==> src/rtl/frame_pkg.sv <==
// Shared constants, state encoding and helpers for the frame dispatch path.
package frame_pkg;

    localparam int unsigned DW     = 16;
    localparam int unsigned MAXW   = 8;
    localparam int unsigned SER_W  = DW * MAXW;
    localparam int unsigned CNT_W  = 4;
    localparam int unsigned LEN_W  = 8;
    localparam int unsigned CH_W   = 8;
    localparam int unsigned STAT_W = 16;

    // Descriptor layout: [15:8] channel, [7:3] reserved, [2:0] word count minus one
    localparam int unsigned CH_LSB = 8;
    localparam int unsigned NM1_W  = 3;

    localparam logic [31:0] HEADER  = 32'hE0E0E0E0;
    localparam logic [31:0] TRAILER = 32'h0E0E0E0E;

    typedef enum logic [2:0] {
        ST_IDLE,
        ST_HDR,
        ST_PAY,
        ST_GRAY,
        ST_LOAD,
        ST_DROP
    } dispatch_state_t;

    function automatic logic is_onehot(input logic [CH_W-1:0] v);
        return (v != '0) && ((v & (v - CH_W'(1))) == '0);
    endfunction

endpackage

==> src/rtl/gray_enc128.sv <==
// Combinational binary-to-Gray encoder over the full serializer word.
module gray_enc128
    import frame_pkg::*;
(
    input  logic [SER_W-1:0] b,
    output logic [SER_W-1:0] g
);

    assign g = b ^ (b >> 1);

endmodule

==> src/rtl/frame_dispatch_ctrl.sv <==
// Pops frame records from the FIFO, reassembles and Gray-codes the payload,
// and loads it into the serializer; frames with a bad channel are dropped.
module frame_dispatch_ctrl
    import frame_pkg::*;
(
    input  logic              clk_out,
    input  logic              rst_n,
    input  logic              en,
    input  logic              fifo_empty,
    output logic              fifo_rd_en,
    input  logic [DW-1:0]     fifo_rdata,
    input  logic              ser_busy,
    output logic              ser_load,
    output logic [SER_W-1:0]  ser_data,
    output logic [LEN_W-1:0]  ser_len,
    output logic [CH_W-1:0]   ser_ch,
    output logic              busy,
    output logic              drop_pulse,
    output logic [STAT_W-1:0] frame_cnt,
    output logic [STAT_W-1:0] drop_cnt
);

    dispatch_state_t   state_q, state_d;
    logic [CNT_W-1:0]  nwords_q, nwords_d;
    logic [CNT_W-1:0]  issued_q, issued_d;
    logic [CNT_W-1:0]  rcvd_q, rcvd_d;
    logic [SER_W-1:0]  buf_q, buf_d;
    logic              drop_q, drop_d;
    logic [CH_W-1:0]   ch_q, ch_d;
    logic              pend_q, pend_d;
    logic [SER_W-1:0]  ser_data_q, ser_data_d;
    logic [LEN_W-1:0]  ser_len_q, ser_len_d;
    logic [CH_W-1:0]   ser_ch_q, ser_ch_d;
    logic [STAT_W-1:0] frame_cnt_q, frame_cnt_d;
    logic [STAT_W-1:0] drop_cnt_q, drop_cnt_d;
    logic              busy_q, busy_d;
    logic              drop_pulse_q, drop_pulse_d;
    logic [SER_W-1:0]  gray_w;

    gray_enc128 u_gray (
        .b (buf_q),
        .g (gray_w)
    );

    // fifo_rd_en and ser_load react to same-cycle flags, so they stay combinational
    always_comb begin
        state_d      = state_q;
        nwords_d     = nwords_q;
        issued_d     = issued_q;
        rcvd_d       = rcvd_q;
        buf_d        = buf_q;
        drop_d       = drop_q;
        ch_d         = ch_q;
        pend_d       = 1'b0;
        ser_data_d   = ser_data_q;
        ser_len_d    = ser_len_q;
        ser_ch_d     = ser_ch_q;
        frame_cnt_d  = frame_cnt_q;
        drop_cnt_d   = drop_cnt_q;
        fifo_rd_en   = 1'b0;
        ser_load     = 1'b0;

        case (state_q)
            ST_IDLE: begin
                if (en && !fifo_empty) begin
                    fifo_rd_en = 1'b1;
                    state_d    = ST_HDR;
                end
            end
            ST_HDR: begin
                ch_d       = fifo_rdata[CH_LSB +: CH_W];
                nwords_d   = CNT_W'(fifo_rdata[NM1_W-1:0]) + CNT_W'(1);
                drop_d     = !is_onehot(fifo_rdata[CH_LSB +: CH_W]);
                rcvd_d     = '0;
                buf_d      = '0;
                // Every frame carries at least one word, so the first read can go now
                fifo_rd_en = !fifo_empty;
                issued_d   = CNT_W'(fifo_rd_en);
                pend_d     = fifo_rd_en;
                state_d    = ST_PAY;
            end
            ST_PAY: begin
                fifo_rd_en = !fifo_empty && (issued_q < nwords_q);
                issued_d   = issued_q + CNT_W'(fifo_rd_en);
                pend_d     = fifo_rd_en;
                if (pend_q) begin
                    buf_d  = {buf_q[SER_W-DW-1:0], fifo_rdata};
                    rcvd_d = rcvd_q + CNT_W'(1);
                end
                if (rcvd_d == nwords_q) begin
                    state_d = drop_q ? ST_DROP : ST_GRAY;
                end
            end
            ST_GRAY: begin
                ser_data_d = gray_w;
                ser_len_d  = LEN_W'({nwords_q, 4'b0000});
                ser_ch_d   = ch_q;
                state_d    = ST_LOAD;
            end
            ST_LOAD: begin
                if (!ser_busy) begin
                    ser_load    = 1'b1;
                    frame_cnt_d = frame_cnt_q + STAT_W'(1);
                    state_d     = ST_IDLE;
                end
            end
            ST_DROP: begin
                drop_cnt_d = drop_cnt_q + STAT_W'(1);
                state_d    = ST_IDLE;
            end
            default: begin
                state_d = ST_IDLE;
            end
        endcase

        busy_d       = (state_d != ST_IDLE);
        drop_pulse_d = (state_d == ST_DROP);
    end

    always_ff @(posedge clk_out or negedge rst_n) begin
        if (!rst_n) begin
            state_q      <= ST_IDLE;
            nwords_q     <= '0;
            issued_q     <= '0;
            rcvd_q       <= '0;
            buf_q        <= '0;
            drop_q       <= 1'b0;
            ch_q         <= '0;
            pend_q       <= 1'b0;
            ser_data_q   <= '0;
            ser_len_q    <= '0;
            ser_ch_q     <= '0;
            frame_cnt_q  <= '0;
            drop_cnt_q   <= '0;
            busy_q       <= 1'b0;
            drop_pulse_q <= 1'b0;
        end else begin
            state_q      <= state_d;
            nwords_q     <= nwords_d;
            issued_q     <= issued_d;
            rcvd_q       <= rcvd_d;
            buf_q        <= buf_d;
            drop_q       <= drop_d;
            ch_q         <= ch_d;
            pend_q       <= pend_d;
            ser_data_q   <= ser_data_d;
            ser_len_q    <= ser_len_d;
            ser_ch_q     <= ser_ch_d;
            frame_cnt_q  <= frame_cnt_d;
            drop_cnt_q   <= drop_cnt_d;
            busy_q       <= busy_d;
            drop_pulse_q <= drop_pulse_d;
        end
    end

    assign ser_data   = ser_data_q;
    assign ser_len    = ser_len_q;
    assign ser_ch     = ser_ch_q;
    assign frame_cnt  = frame_cnt_q;
    assign drop_cnt   = drop_cnt_q;
    assign busy       = busy_q;
    assign drop_pulse = drop_pulse_q;

endmodule

==> config.mk <==
export PLATFORM = sky130hd
export DESIGN_NAME = frame_dispatch_ctrl
export DESIGN_NICKNAME = d
export VERILOG_FILES = /design/src/rtl/frame_pkg.sv /design/src/rtl/gray_enc128.sv /design/src/rtl/frame_dispatch_ctrl.sv
export SDC_FILE = /design/constraint.sdc
export NUM_CORES = 1
export LEC_CHECK = 0
export ABC_CLOCK_PERIOD_IN_PS = 3100
export BUFFER_PORTS_ARGS = -buffer_cell sky130_fd_sc_hd__buf_2
export CORE_UTILIZATION = 41
export DETAILED_ROUTE_END_ITERATION = 6
export GPL_TIMING_DRIVEN = 0
export SYNTH_ARGS = -nofsm -noshare
export SYNTH_HDL_FRONTEND = slang
export SYNTH_HIERARCHICAL = 1
export SYNTH_SLANG_ARGS = --single-unit
==> constraint.sdc <==
create_clock -name clk_out -period 3.1 [get_ports clk_out]
set_clock_uncertainty 0.2 [all_clocks]
set_input_delay 0.31 -clock clk_out [delete_from_list [all_inputs] [get_ports clk_out]]
set_output_delay 0.31 -clock clk_out [all_outputs]
set_load 0.005 [all_outputs]
After elaboration in Yosys (flattened, before gate mapping)

Index checks and enable logic that the tools add are counted.

Add/subtract/negate cells: 6
Multiply operators: 0
Div/mod/pow operators: 0
$lt $le $gt $ge: 1
Equal/unequal tests: 8
Shift-type cells: 0
Muxes and demuxes: 16
Bitwise logic cells: 3
Reduce and logical (&&, ||, !) cells: 12

Operators with widths:

| cell                    | number |
|---|---|
| $pmux W128 S2           | 1 |
| $mux W128               | 1 |
| $xor A128 B127 Y128     | 1 |
| $add A16 B1 Y16 const B | 2 |
| $pmux W4 S2             | 2 |
| $pmux W3 S5             | 1 |
| $mux W3                 | 4 |
| $eq A3 B3 Y1 const B    | 3 |
| $and A8 B8 Y8           | 1 |
| $logic_not A8 Y1        | 1 |
| $mux W4                 | 2 |
| $reduce_bool A8 Y1      | 1 |
| $sub A8 B1 Y8 const B   | 1 |
| $eq A3 B2 Y1 const B    | 2 |
| $add A3 B1 Y4 const B   | 1 |
| $add A4 B1 Y4           | 1 |
| $add A4 B1 Y4 const B   | 1 |
| $eq A4 B4 Y1            | 1 |
| $lt A4 B4 Y1            | 1 |
| $reduce_and A2 Y1       | 2 |
| $eq A3 B1 Y1 const B    | 1 |
| $logic_and A1 B1 Y1     | 3 |
| $logic_not A3 Y1        | 1 |
| $mux W1                 | 3 |
| 7 further kinds         | 8 |

Register bits: 327
Latch bits: 0
RAM bits: 0
ROM bits: 0
Input port bits: 21
Output and inout port bits: 180
Word-level logic and storage cells: 61
Memories kept: 0

Logic depth before layout (Yosys ltp)

Gate-level depths: netlist of the first run.

Word-level depth: 7
Gate-level depth with buffers: 9

Modules after synthesis

The synthesis of the first run kept the hierarchy.

Modules (own cells, without submodules):

| module              | instances | cells an instance | area an instance (µm²) | sequential area each (µm²) |
|---|---|---|---|---|
| frame_dispatch_ctrl | 1         | 1135              | 13096.3                | 8182.8 |
| gray_enc128         | 1         | 128               | 1119.8                 | 0.0 |

Worst setup path before layout of the first run

No wires, ideal clock.

Kind: register to register
Start: register nwords_q[3]
End: register issued_q[1]
Setup time: 121 ps
Data arrival time: 1701 ps
Slack: 1078 ps
Stages on the path, launching flop included: 8
Buffers on the path: 0
Path through: dfrtp_1 -> inv_1 -> ha_1 -> a211oi_1 -> o21a_1 -> ha_1 -> ha_1 -> a22o_1

Word-level cells in the longest chain between the ends: 4

RTL lines:

| element                | RTL line                   | source |
|---|---|---|
| from (decl)            | frame_dispatch_ctrl.sv:24  | `logic [CNT_W-1:0] nwords_q, nwords_d;` |
| from (signal assigned) | frame_dispatch_ctrl.sv:139 | `nwords_q <= nwords_d;` |
| $lt A4 B4 Y1           | frame_dispatch_ctrl.sv:83  | `fifo_rd_en = !fifo_empty && (issued_q < nwords_q);` |
| $logic_and A1 B1 Y1    | frame_dispatch_ctrl.sv:83  |  |
| $add A4 B1 Y4          | frame_dispatch_ctrl.sv:84  | `issued_d = issued_q + CNT_W'(fifo_rd_en);` |
| $pmux W4 S2            | frame_dispatch_ctrl.sv:63  | `case (state_q)` |
| to (signal assigned)   | frame_dispatch_ctrl.sv:140 | `issued_q <= issued_d;` |
| to (decl)              | frame_dispatch_ctrl.sv:25  | `logic [CNT_W-1:0] issued_q, issued_d;` |

Every way passes these cells.
A chain may end at the register's enable or synchronous reset.

Worst setup path in the final report of the first run

Start: register nwords_q[3]
End: output port fifo_rd_en

Word-level cells in the longest chain between the ends: 3

RTL lines:

| element             | RTL line                  | source |
|---|---|---|
| $lt A4 B4 Y1        | frame_dispatch_ctrl.sv:83 |  |
| $logic_and A1 B1 Y1 | frame_dispatch_ctrl.sv:83 |  |
| $pmux W1 S3         | frame_dispatch_ctrl.sv:63 |  |
| to (decl)           | frame_dispatch_ctrl.sv:10 | `output logic fifo_rd_en,` |

Every way passes these cells.

==> results by group, run 1 <==
Place
  • Placed Instances: 1912
  • Port bufs: just under 200
  • Post-place instance area: 15800 sq um
  • GPL Wtd Cong: 0.809
  • Post-DP HPWL: about 24000 microns

STA
  • Least-Margin Pin Slew: 0.848 ns
  • Crit share post-route: 0.820
  • Endpoints failing setup: 0
  • Slew headroom: 0.434
  • Peak Freq: 393 MHz
  • Max Slew Vio Count: 0
  • RSZ-0062 raised after global routing: no
  • Crit path time final: 2.54 ns
  • Fin. Hold Viols: 0

GRT
  • Initial antenna violation count: 0
  • GRT Util Overall: 0.191
  • GRT Residual Overflow: 0
  • Largest net degree at the start of global routing: roughly 120
  • First-pass GRT wire length: 54200 microns
  • Vias in the first global route: about 10k

Clocking
  • Setup repair bufs after CTS: 0
  • H-tree levels: 2
  • Max Root-Sink Buffers: 3
  • CTS Hold Bufs: 20
  • CTS Buf Count: 37
  • CTS Sinks: 327
  • Clock Latency Late Sink: around 0.52 ns
  • Clock transition at the registers of the reported paths: 0.05 ns
  • CTS tree: built
  • Post-CTS sizing: 0
  • CTS Root Cell: clkbuf_16

Yosys
  • Synth Area in XOR/XNOR: 0.102
  • Share of flip-flops with an asynchronous set or reset: 1.00
  • Synth area leaders: dfrtp_1 (58%), mux2_2 (11%), xor2_1 (8.8%), nand2_1 (8.1%), o21ai_0 (2.7%)
  • Mean Syn Cell Area: between 10 and 15 sq um
  • Mux cell area share after synthesis: 0.110
  • Simple-Gate Fraction of Synth Area: 0.113
  • Ys flop type: dfrtp_1
  • Largest family of logic cells by synthesized area: simple AND/OR/NAND/NOR gates
  • #FFs+latches synth: 327
  • EDFF count, synth: 0
  • Seq/Total Area, Yosys: 0.576
  • Syn Inst Count: 1263
  • Synthesized area: 14200 sq um
  • Post-synth top area share: 0.576
  • Synth cell types: 51
  • Adder-Cell Fraction of Synth Area: 0.00863
  • Most area-hungry cell type in the Yosys netlist: dfrtp_1
  • Ys Warns: 6
  • Post-synthesis compound-gate area fraction: 0.0619

Cells and area
  • Final Cell Area: 17300 sq um
  • Post-layout nets: 1553
  • Share of cells above drive strength 1: 0.289
  • Post-route insts no fill: 1999
  • # diodes: 0
  • Area Growth Syn to Fin: 21.9%

Power and ir drop
  • VDD IR-drop max: 0.000378 V
  • Leakage: 9.43 nW
  • Pwr Density: 714 nW/um^2

Die
  • Chip width: 188 microns
  • Die H: 188 microns
  • Num rows: 67
  • Starting Density: 0.421
  • I/O pin count: 201
  • Die footprint: 35400 sq um
  • Area of the core: 33800 sq um

Worst hold path
  • Min-delay worst type: primary input to async pin

Worst setup path
  • CP Max Fanout: 3
  • Crit path kind: flop to output port
  • CP Data Required Time: ~2.6 ns
  • Worst setup EP type: output port
  • WP data arrival: approximately 2.0 ns
  • Critical Path Source Type: flop

Outcome
  • Status: finished, final reports clean

Routing
  • DRC Markers: 0
  • Met1 WL: 15100 microns
  • DRT antenna net count: 0
  • Initial DRC count: 470
  • Met2 wire length: approximately 16000 microns
  • Drt total wl: 32900 microns
  • WL met3: 1520 microns
  • Top sig layer: met4
  • Via count: between 9k and 10k
  • 1st-pass router iterations: 4
  • WL/cell: roughly 16 microns
  • Vias/cell: 4.88

Run
  • Max Cap Viol: 0
==> layer usage <==
| metal | global-route usage | up-vias |
|---|---|---|
| met4 | 0.0491 | 0 |
| met1 | 0.260 | 4808 |
| met3 | 0.0363 | 43 |
| li1 | - | 4710 |
| met5 | 0 | - |
| met2 | 0.312 | 198 |
==> critical path, stage by stage, from the launching register on <==
cell,delay (ns)
dfrtp_1,0.38
inv_1,0.13
ha_1,0.26
a211oi_1,0.32
o211ai_1,0.16
a21oi_1,0.14
buf_2,0.14
==> metrics by stage <==
| stage | setup WS, ns | hold WS, ns | total power, W | TNS [ns] | util |
|---|---|---|---|---|---|
| after floorplan | 1.08 | -0.186 | 0.00685 | 0 | - |
| after global placement | -4.89 | 0.254 | 0.00781 | -1586.81 | 0.467 |
| after global routing | 0.405 | 0.278 | 0.0131 | 0 | 0.513 |
| after detailed placement | 0.561 | 0.255 | 0.00787 | 0 | 0.469 |
| final | 0.558 | 0.246 | 0.0124 | 0 | 0.513 |
| after CTS | 0.499 | 0.269 | 0.0125 | 0 | 0.513 |
==> cell usage after synthesis, types with 3 or more instances <==
cell type and count:
buf_2 19, inv_1 6, xnor2_1 23, and4_1 3, and3_1 4, mux2_2 139, dfrtp_1 327, xor2_1 143
and2_1 4, nor2_1 17, nand3_1 13, a21oi_1 3, buf_4 19, o21ai_0 76, nand4_1 7, nand2b_1 3
nand2_1 308, o21ai_1 68, clkbuf_1 28, nor2b_1 3, ha_1 9
==> logic make-up (layout without fill, tap and decap cells) <==
logic type	after synthesis	count (layout)
AO/OA/AOI/OAI	165	165
XOR/XNOR	166	166
adder cells (fa/ha/maj)	10	10
buffers and inverters	76	361
flip-flops	327	327
multiplexers	139	139
other	1	4
AND/OR/NAND/NOR	379	379
==> cells in the final DEF (no fill, tap or decap), types with 7 or more instances in the layout <==
cell           instances
nand2_1              308
xor2_1               143
nor2_1                17
nand4_1                7
dfrtp_1              327
o21ai_1               68
mux2_2               139
nand3_1               13
dlygate4sd3_1         20
o21ai_0               76
clkbuf_16             39
xnor2_1               23
buf_4                 19
clkbuf_1              35
ha_1                   9
clkbuf_8               9
buf_2                214
==> power by group <==
group	internal, W	switching [W]	leakage [nW]
Clock	0.00285	0.00174	0.634
Sequential	0.00484	0.000547	4.49
Combinational	0.00105	0.00135	4.31
Total	0.00874	0.00363	9.43
==> final timing paths <==
kind,startpoint,endpoint,slack (ns),cells past startpoint
worst max-delay path,nwords_q[3]$_DFFE_PN0P_,fifo_rd_en,0.56,6
worst min-delay path,rst_n,ser_data[98]$_DFFE_PN0N_,0.25,2
worst max register to register,state_q[0]$_DFF_PN0_,ser_data[80]$_DFFE_PN0N_,0.59,5
worst min register to register,drop_cnt[15]$_DFFE_PN0N_,drop_cnt[15]$_DFFE_PN0N_,0.26,1
max in group asynchronous,rst_n,buf_q[3]$_DFFE_PN0P_,0.91,4
min in group clk_out,drop_cnt[15]$_DFFE_PN0N_,drop_cnt[15]$_DFFE_PN0N_,0.26,1
==> sequential cells by signal, indices dropped and copies added (netlist names), 8 cells and up <==
name       count
ch_q           8
ser_data     128
buf_q        128
ser_ch         8
frame_cnt     16
drop_cnt      16
==> cell type report <==
class / count / area [sq um]
multi-input combinational: 863 / 5650
sequential: 327 / 8180
tap: 448 / 561
inverter: 6 / 22.5
timing repair buffer: 218 / 1250
buffer: 70 / 373
clock buffer: 55 / 1130
clock inverter: 12 / 169
fill: 3061 / 16500
No activity file was read; power rests on OpenSTA's default activity.
==> run 2, diff against run 1 <==
Settings changed: ABC_AREA from default to 1, ABC_CLOCK_PERIOD_IN_PS 3100 to 2500.
Clock period 3.1 ns to 2.5 ns, I/O delays scaled along.
==> run 2 against run 1 <==
- synthesized cell count increased by 24%
- cell count increased by 16%
- sequential cell count unchanged
- routed wire length increased by 8.7%
- die area increased by 4.4%
- global-route usage increased by 0.46 points
- critical endpoint unchanged
- clock power increased by 19%
- critical path depth increased by 3
- via count increased by 14%
- sequential power increased by 28%
- count of clock-buffer cells in the layout decreased by 3
==> results by group, run 2 <==
Place
  • Post-place instance area: 16500 sq um
  • Port bufs: 196
  • Placed Instances: 2229
  • Pre-CTS WS: 0.243 ns
  • Post-DP HPWL: 26100 microns
  • GPL Wtd Cong: 0.870

Outcome
  • Status: finished, final reports clean

Worst setup path
  • Cell Chain, Critical Path: inv_2 -> ha_4 -> a21boi_1 -> o211ai_1 -> nand2_1 -> nor2_2 -> nand2_2 -> nand3_2 -> buf_2
  • WP data arrival: 2.04 ns
  • Crit path kind: flop to output port
  • CP Data Required Time: 2.05 ns
  • Crit-path max cell delay: between 0.3 and 0.4 ns
  • Critical-path top delay cell: dfrtp_1
  • CP Max Fanout: 4
  • Worst setup EP type: output port
  • Critical Path Source Type: flop

Cells and area
  • Post-layout nets: 1861
  • # diodes: 0
  • Commonest cells after routing, fill and taps aside: nand2_1 (468), dfrtp_1 (327), inv_1 (280)
  • Utilization after layout: 0.507
  • Fillers: 3327
  • Final Cell Area: between 15000 and 20000 sq um
  • Register Area: 8180 sq um
  • Share of cells above drive strength 1: 0.239
  • Commonest non-fill, non-tap cell in the layout: nand2_1
  • Multi-input logic area: 5270 sq um
  • Post-route insts no fill: around 2.3k
  • Area Growth Syn to Fin: 21.4%

Routing
  • Via count: 11.1k
  • Vias/cell: 4.78
  • Initial DRC count: 593
  • WL/cell: roughly 15 microns
  • DRC Markers: 0
  • DRT antenna net count: 0
  • Drt total wl: 35700 microns
  • 1st-pass router iterations: 5

Die
  • Area of the core: 35600 sq um
  • I/O pin count: 201
  • Chip width: 192 microns
  • Num rows: 69
  • Die H: 192 microns
  • Die footprint: approximately 37000 sq um
  • Starting Density: 0.417

Yosys
  • Share of flip-flops with an asynchronous set or reset: 1.00
  • #FFs+latches synth: between 300 and 400
  • Post-synthesis compound-gate area fraction: 0.0641
  • Mux cell area share after synthesis: 0.103
  • Mean Syn Cell Area: between 9 and 10 sq um
  • Most area-hungry cell type in the Yosys netlist: dfrtp_1
  • Simple-Gate Fraction of Synth Area: 0.157
  • Syn Inst Count: 1566
  • Largest family of logic cells by synthesized area: simple AND/OR/NAND/NOR gates
  • Synth Area in XOR/XNOR: 0.0195
  • Seq/Total Area, Yosys: 0.551
  • Ys Warns: 6
  • EDFF count, synth: 0
  • Count leader, synth: nand2_1
  • Synth cell types: 37
  • Commonest cells post-synth: nand2_1 (469), dfrtp_1 (327), inv_1 (281), o22ai_1 (108), mux2_2 (94)
  • Post-synth top area share: 0.551
  • Synthesized area: 14800 sq um
  • Synth area leaders: dfrtp_1 (55%), nand2_1 (12%), mux2_2 (7.1%), inv_1 (7.1%), o22ai_1 (4.6%)
  • Adder-Cell Fraction of Synth Area: 0.00826
  • Ys flop type: dfrtp_1

Clocking
  • CTS Root Cell: clkbuf_16
  • CTS tree: built
  • H-tree levels: 2
  • CTS Sinks: 327
  • Clock transition at the registers of the reported paths: 0.06 ns
  • CTS Buf Count: 37
  • Max Root-Sink Buffers: 3
  • Clock Latency Late Sink: roughly 0.52 ns

STA
  • Crit share post-route: 0.998
  • Slew headroom: 0.643
  • RSZ-0062 raised after global routing: yes
  • Least-Margin Pin Slew: 0.536 ns
  • Endpoints failing setup: 0
  • WHS: ~0.047 ns
  • Fin. Hold Viols: 0
  • Peak Freq: between 400 and 500 MHz
  • Crit path time final: 2.49 ns
  • Slack of the critical path: 0.00510 ns
  • Max Slew Vio Count: 0

GRT
  • Vias in the first global route: 10.7k
  • M2 GR Usage: 0.312
  • Initial antenna violation count: 0
  • GRT Residual Overflow: 0
  • First-pass GRT wire length: 56400 microns
  • Largest net degree at the start of global routing: 104
  • GRT Util Overall: 0.195
  • Met3 usage: 0.0351
  • Met1 usage: 0.269
  • Busiest grt layer: met2

Power and ir drop
  • VDD IR-drop max: 0.000603 V
  • Pwr Density: 925 nW/um^2
  • Leakage: 9.56 nW

Run
  • Max Cap Viol: 0

Worst hold path
  • Min-delay worst type: primary input to async pin
## run 2: changes by cell type after synthesis, sizes merged, moves of 7 or more
| cell | delta |
|---|---|
| xnor2 | -7 |
| o22ai | +108 |
| o21ai | -98 |
| buf | +9 |
| inv | +280 |
| clkbuf | -25 |
| xor2 | -126 |
| nand2 | +168 |
| nand3 | +32 |
## run 2: layout make-up
type	count	area share
sequential	327	0.454
multi-input combinational	902	0.292
timing repair buffer	224	0.0728
clock buffer	52	0.0607
inverter	286	0.0596
tap	461	0.0320
buffer	53	0.0197
clock inverter	15	0.00868
## run 2: worst paths after layout
| kind | cells after the start | endpoint | slack (ns) | start |
|---|---|---|---|---|
| worst max-delay path | 9 | fifo_rd_en | 0.005 | nwords_q[1]$_DFFE_PN0P_ |
| worst min register to register | 1 | drop_cnt[15]$_DFFE_PN0N_ | 0.26 | drop_cnt[15]$_DFFE_PN0N_ |
| max in group asynchronous | 4 | ser_data[99]$_DFFE_PN0N_ | 0.84 | rst_n |
| worst max register to register | 8 | buf_q[11]$_DFFE_PN0P_ | 0.29 | state_q[2]$_DFF_PN0_ |
| worst min-delay path | 2 | ser_data[17]$_DFFE_PN0N_ | 0.05 | rst_n |
| min in group clk_out | 1 | drop_cnt[15]$_DFFE_PN0N_ | 0.26 | drop_cnt[15]$_DFFE_PN0N_ |
## run 2: repair_timing
| action | 4_1_cts | 5_1_grt |
|---|---|---|
| gates resized for setup | 2 | 5 |
| hold buffers | 20 | 0 |
| pin swaps | 0 | 4 |
| endpoints found under the hold margin | 283 | 0 |
| buffers inserted | 0 | 5 |
| endpoints found under the setup margin | 1 | 1 |
## run 2: kinds of logic after synthesis
kind of cell | Yosys count
XOR/XNOR | 33
AND/OR/NAND/NOR | 558
other | 1
adder cells (fa/ha/maj) | 10
AO/OA/AOI/OAI | 161
buffers and inverters | 340
flip-flops | 327
multiplexers | 136
## run 2: per-stage QoR
step	setup TNS [ns]	total power, W
after floorplan	0	0.00957
after global placement	-1755.72	0.0111
after detailed placement	0	0.0112
after CTS	0	0.0168
after global routing	-0.123	0.0177
final	0	0.0167
## run 2: report_power, final
part	leakage, nW	internal (W)	switching [W]
Sequential	4.47	0.00618	0.000685
Combinational	4.48	0.00182	0.00251
Clock	0.608	0.00328	0.00218
Total	9.56	0.0113	0.00538
## run 2: metal layers
layer  vias to the layer above  part of all wire  wire (microns)
met5                         -                 0               0
met4                         0             0.026             943
met3                        55             0.057            2020
met2                       280              0.46           16300
met1                      5301              0.46           16400
li1                       5459                 -               -
## run 2: worst max-delay path, delay by kind of cell, from the launching register on
kind | cells | cell delay [ns]
compound gates | 2 | 0.30
simple gates | 4 | 0.42
flops | 1 | 0.39
fa+ha+maj | 1 | 0.21
buf+inv | 2 | 0.23
